[config.mk]
export PLATFORM = sky130hd
export DESIGN_NAME = fb_clear_sequencer
export DESIGN_NICKNAME = d
export VERILOG_FILES = /design/src/rtl/fb_pkg.sv /design/src/rtl/evt_counter.sv /design/src/rtl/fb_clear_sequencer.sv
export SDC_FILE = /design/constraint.sdc
export NUM_CORES = 1
export LEC_CHECK = 0
export BUFFER_PORTS_ARGS = -buffer_cell sky130_fd_sc_hd__buf_2
export CAP_MARGIN = 40
export CORE_UTILIZATION = 50
export CTS_CLUSTER_SIZE = 40
export DETAILED_ROUTE_END_ITERATION = 12
export GPL_TIMING_DRIVEN = 0
export PLACE_DENSITY = 0.78
export RECOVER_POWER = 50
export SKIP_LAST_GASP = 1
export SLEW_MARGIN = 20
export SYNTH_ARGS = -nofsm -noshare
export SYNTH_HDL_FRONTEND = slang
export SYNTH_SLANG_ARGS = --single-unit
[constraint.sdc]
create_clock -name clk_in -period 3.2 [get_ports clk_in]
set_input_delay 0.32 -clock clk_in [delete_from_list [all_inputs] [get_ports clk_in]]
set_output_delay 0.32 -clock clk_in [all_outputs]
set_load 0.03 [all_outputs]
[src/rtl/fb_pkg.sv]
// Shared framebuffer types and constants, also used by the framebuffer and rasterizer.
package fb_pkg;

  localparam int FB_HRES   = 320;
  localparam int FB_VRES   = 180;
  localparam int FB_DEPTH  = FB_HRES * FB_VRES;
  localparam int FB_ADDR_W = 27;

  typedef enum logic [1:0] {
    IDLE  = 2'd0,
    CLEAR = 2'd1,
    PASS  = 2'd2,
    FLIP  = 2'd3
  } fb_seq_state_t;

  typedef struct packed {
    logic [4:0] r;
    logic [5:0] g;
    logic [4:0] b;
  } rgb565_t;

  // Row-major linear pixel address; hres is a constant so this folds into a constant multiply.
  function automatic logic [FB_ADDR_W-1:0] fb_lin_addr(input logic [8:0] h, input logic [7:0] v,
                                                       input int hres);
    return FB_ADDR_W'(v) * FB_ADDR_W'(hres) + FB_ADDR_W'(h);
  endfunction

endpackage

[src/rtl/evt_counter.sv]
// Event counter that wraps after MAX_COUNT events; at_last flags the final count value.
module evt_counter
  import fb_pkg::*;
#(
  parameter int MAX_COUNT = FB_DEPTH,
  parameter int W         = FB_ADDR_W
) (
  input  logic         clk_100_passthrough,
  input  logic         srst,
  input  logic         clr,
  input  logic         evt_in,
  output logic [W-1:0] count,
  output logic         at_last
);

  logic [W-1:0] count_reg;

  assign count   = count_reg;
  assign at_last = (count_reg == W'(MAX_COUNT - 1));

  // Count events; clear restarts the sweep from zero.
  always_ff @(posedge clk_100_passthrough) begin
    if (srst || clr) begin
      count_reg <= '0;
    end else if (evt_in) begin
      count_reg <= at_last ? '0 : count_reg + W'(1);
    end
  end

endmodule

[src/rtl/fb_clear_sequencer.sv]
// Per-frame feeder for the framebuffer write port: clear sweep, fragment pass-through, frame flip.
module fb_clear_sequencer
  import fb_pkg::*;
#(
  parameter int                 Z_WIDTH     = 15,
  parameter int                 HRES        = 320,
  parameter int                 VRES        = 180,
  parameter logic [15:0]        CLEAR_COLOR = 16'h0000,
  parameter logic [Z_WIDTH-1:0] CLEAR_DEPTH = '1
) (
  input  logic                 clk_in,
  input  logic                 rst_in,
  input  logic                 frame_start_in,
  input  logic                 frag_valid_in,
  output logic                 frag_ready_out,
  input  logic [8:0]           frag_h_in,
  input  logic [7:0]           frag_v_in,
  input  logic [Z_WIDTH-1:0]   frag_depth_in,
  input  logic [15:0]          frag_color_in,
  input  logic                 frag_last_in,
  input  logic                 fb_ready_in,
  output logic                 fb_valid_out,
  output logic [FB_ADDR_W-1:0] fb_addr_out,
  output logic [Z_WIDTH-1:0]   fb_depth_out,
  output logic [15:0]          fb_color_out,
  output logic                 fb_clear_out,
  output logic                 fb_frame_out,
  output logic                 busy_out,
  output logic [15:0]          drop_count_out
);

  localparam int DEPTH = HRES * VRES;

  fb_seq_state_t        state_reg, state_next;
  logic                 pending_reg, pending_next;
  logic                 valid_reg, clear_reg, frame_reg;
  logic [FB_ADDR_W-1:0] addr_reg;
  logic [Z_WIDTH-1:0]   depth_reg;
  rgb565_t              color_reg;
  logic [15:0]          drop_reg;

  logic                 adv;
  logic                 start_clear;
  logic                 load_clear, load_frag, drop_frag, frame_toggle, frag_ready;
  logic [FB_ADDR_W-1:0] clear_cnt;
  logic                 clear_at_last;

  // Output stage may take a new word when empty or when the framebuffer consumes the current one.
  assign adv         = !valid_reg || fb_ready_in;
  assign start_clear = (state_reg == IDLE) && (frame_start_in || pending_reg);

  evt_counter #(
    .MAX_COUNT(DEPTH),
    .W        (FB_ADDR_W)
  ) u_clear_cnt (
    .clk_100_passthrough(clk_in),
    .srst               (rst_in),
    .clr                (start_clear),
    .evt_in             ((state_reg == CLEAR) && adv),
    .count              (clear_cnt),
    .at_last            (clear_at_last)
  );

  // State register and pending-start flag.
  always_ff @(posedge clk_in) begin
    if (rst_in) begin
      state_reg   <= IDLE;
      pending_reg <= 1'b0;
    end else begin
      state_reg   <= state_next;
      pending_reg <= pending_next;
    end
  end

  // Next-state logic and per-cycle load/drop decisions.
  always_comb begin
    state_next   = state_reg;
    pending_next = pending_reg;
    frag_ready   = 1'b0;
    load_clear   = 1'b0;
    load_frag    = 1'b0;
    drop_frag    = 1'b0;
    frame_toggle = 1'b0;
    case (state_reg)
      IDLE: begin
        if (frame_start_in || pending_reg) begin
          state_next   = CLEAR;
          pending_next = 1'b0;
        end
      end
      CLEAR: begin
        if (adv) begin
          load_clear = 1'b1;
          if (clear_at_last) state_next = PASS;
        end
      end
      PASS: begin
        frag_ready = adv;
        if (frag_valid_in && adv) begin
          if ((int'(frag_h_in) < HRES) && (int'(frag_v_in) < VRES)) load_frag = 1'b1;
          else drop_frag = 1'b1;
          if (frag_last_in) state_next = FLIP;
        end
      end
      FLIP: begin
        if (adv) begin
          frame_toggle = 1'b1;
          state_next   = IDLE;
        end
      end
      default: state_next = IDLE;
    endcase
    // A start request outside IDLE is remembered and serviced on the next IDLE cycle.
    if ((state_reg != IDLE) && frame_start_in) pending_next = 1'b1;
  end

  // Output register: holds under backpressure, drops valid when advancing with nothing to load.
  always_ff @(posedge clk_in) begin
    if (rst_in) begin
      valid_reg <= 1'b0;
      addr_reg  <= '0;
      depth_reg <= '0;
      color_reg <= '0;
      clear_reg <= 1'b0;
      frame_reg <= 1'b0;
      drop_reg  <= '0;
    end else begin
      if (adv) begin
        valid_reg <= load_clear || load_frag;
        if (load_clear) begin
          addr_reg  <= clear_cnt;
          depth_reg <= CLEAR_DEPTH;
          color_reg <= rgb565_t'(CLEAR_COLOR);
          clear_reg <= 1'b1;
        end else if (load_frag) begin
          addr_reg  <= fb_lin_addr(frag_h_in, frag_v_in, HRES);
          depth_reg <= frag_depth_in;
          color_reg <= rgb565_t'(frag_color_in);
          clear_reg <= 1'b0;
        end
      end
      if (frame_toggle) frame_reg <= ~frame_reg;
      if (drop_frag && (drop_reg != 16'hFFFF)) drop_reg <= drop_reg + 16'd1;
    end
  end

  assign frag_ready_out = frag_ready;
  assign fb_valid_out   = valid_reg;
  assign fb_addr_out    = addr_reg;
  assign fb_depth_out   = depth_reg;
  assign fb_color_out   = color_reg;
  assign fb_clear_out   = clear_reg;
  assign fb_frame_out   = frame_reg;
  assign busy_out       = (state_reg != IDLE);
  assign drop_count_out = drop_reg;

endmodule
==> impl_metrics.yaml <==
die:
  fp.coreArea_mm2: 0.01032
  die-area_mm2: 0.01103
  die_h_um: 105.0
  ios: 133
  fp.dieW_um: 105.0
  start_util: 0.5141
  rows: 37
sta:
  rsz0062_at_grt: "false"
  setup_tns_ps: 0
  fmax_mhz: 374.7
  hold_violations: 0
  fin_skew_ps: 16.50
  fin_crit_ps: 2669
  slew_viol_final: 0
  period_share: 0.8340
  tightest_slew_ps: 1330
  final-setup-viol-count: 0
  fin_ws_ps: 531.2
  slew_headroom: 0.1037
finish:
  stdcell_count: 942
  fillers: 986
  area.sequential_mm2: 0.002142
  diodes: 0
  drive_above_1_share: 0.1079
  utilization: 0.6038
  multi_input_area_mm2: 0.002932
  fin_area_mm2: 0.006233
  syn_to_final_growth_pct: 17.44
  nNetsFinal: 878
yosys:
  synth.area.top_cells: "dfxtp_1 (40%), nand2_1 (8.5%), a21oi_1 (5.2%)"
  syn_area_mm2: 0.005308
  synth_top_area_frac: 0.4036
  synth_compound_area_frac: 0.1631
  yosys.area_share.simple: 0.2777
  synth_warnings: 0
  synth_seq_cells: 107
  synth-xor-area-share: 0.04950
  syn_nets: 735
  synth_top_family_by_area: "simple AND/OR/NAND/NOR gates"
  synth_edf_count: 0
  synth_common_cells: "nand2_1 (120), dfxtp_1 (107), a21oi_1 (55)"
  yosys_most_used_dff: "dfxtp_1"
  ys_async_sr_fraction: 0
  synth.distinct_cells: 64
  synth_cells: 658
  synth_mux_area_frac: 0.006129
  synthAdderAreaFrac: 0.05705
  syn_area_per_cell_um2: 8.066
  seq_area_frac_synth: 0.4036
  synth.most_common_cell: "nand2_1"
  yosys.area.top_type: "dfxtp_1"
clock_network:
  cts_buffers: 9
  clk_latency_ps: 380
  h-tree-depth: 3
  post-cts-setup-buffers: 0
  cts.clk_slew.worst_paths_ps: 120
  cts_tree: "done"
  cts_sinks: 107
  hold_buffers: 0
  clockBufferDepth: 2
  root_buffer: "clkbuf_8"
  ctsResizeCount: 0
global_route:
  grt_pass1_vias: 5255
  grt_pass1_wl_um: 24830
  antenna_found_initial: 0
  grt_max_degree: 22
  grtUsageTotal: 0.2794
  grt.busiest_layer: "met2"
  use_met1: 0.3601
  grt_overflow_total: 0
  grt_use_met2: 0.4645
  grt_use_met3: 0.05178
power:
  pwr_density_cell_mw_per_mm2: 617.4
  peakVddDrop_mv: 0.5279
  p_leak_nw: 2.164
critical_path:
  cp.required_ps: 3480
  critPathLaunchType: "primary input"
  worstPathMaxFanout: 4
  path_class: "primary input to flip-flop"
  cp-end-kind: "flip-flop"
  crit_arrival_ps: 2950
flow_run:
  drv_cap: 0
routing:
  drc: 0
  dr.pass1.iters: 5
  drtIter0Drc: 459
  wire_per_inst_um: 15.89
  finalWirelength_um: 14970
  final_antenna_net_count: 0
  vias: 5527
  routed_via_density: 5.867
outcome:
  status: "finished, final reports clean"
place:
  place_congestion: 0.8440
  place_worst_setup_slack_ps: 180.7
  port_buffers: 132
  dp_cells: 926
  placed_area_mm2: 0.006138
  detailed_place_hpwl_um: 11210
min_path:
  hold_path_class: "primary input to flip-flop"
-- path summary, 6_finish.rpt --
| kind | cells after the start | to | start | slack (ps) |
|---|---|---|---|---|
| worst max-delay path | 9 | fb_addr_out[16] | frag_v_in[1] | 530 |
| worst min-delay path | 3 | fb_color_out[12] | frag_color_in[12] | 160 |
| worst min register to register | 2 | fb_color_out[10] | fb_color_out[10] | 470 |
| worst max register to register | 8 | u_clear_cnt.count[20] | state_reg[0] | 560 |
-- worst max-delay path: stages --
cell and delay [ps]:
buf_2 120, ha_1 290, ha_1 240, fa_1 440, a211oi_1 470, o22ai_1 170
nor4b_1 470, nand4b_1 150, a311oi_1 280
-- cells in the final DEF, fill, tap and decap left out, drive strengths merged, types with 3 or more instances in the layout --
cell type / count
nor4b: 3
nor3b: 3
xnor2: 23
ha: 21
o21ai: 20
buf: 67
a21oi: 55
and3: 7
inv: 17
a311oi: 12
or3: 13
clkbuf: 115
and4: 6
nor3: 16
nor2: 51
dfxtp: 107
nand2: 120
a211o: 3
nand4: 12
nor2b: 5
and2: 4
nand3: 36
clkinv: 3
or4: 4
a211oi: 3
a31oi: 18
xor2: 7
nor4: 15
o211ai: 3
-- power breakdown --
group / switching, W / internal [W]
clock: 0.000522 / 0.000311
sequential: 0.000108 / 0.00151
combinational: 0.00102 / 0.000377
total: 0.00165 / 0.00220
-- routing by layer --
layer | vias to the layer above | routed length, µm
met3 | 29 | 1106
met5 | - | 0
met1 | 2610 | 6580
li1 | 2637 | -
met2 | 251 | 6969
met4 | 0 | 309
-- kinds of logic after synthesis --
kind of cell | count (synthesis)
and+or+nand+nor | 303
AOI/OAI and AO/OA | 137
DFF | 107
buffers and inverters | 55
xor gates and xnor gates | 30
adders and majority gates | 23
muxes | 3
-- cell type report --
type,count,share of cell area
Clock buffer,9,0.01987
Multi-Input combinational cell,496,0.4703
Tap cell,136,0.02730
Timing Repair Buffer,132,0.09012
Inverter,14,0.008430
Sequential cell,107,0.3436
Buffer,41,0.02750
Clock inverter,7,0.01285
-- through the flow --
step                      total power, W  hold WS, ps
after global placement          0.003026        439.7
after detailed placement        0.003066        445.1
final                           0.003848        162.4
after floorplan                 0.002621        456.0
after global routing            0.004046        156.5
after CTS                       0.003891        154.5
No activity file was read; power rests on OpenSTA's default activity.
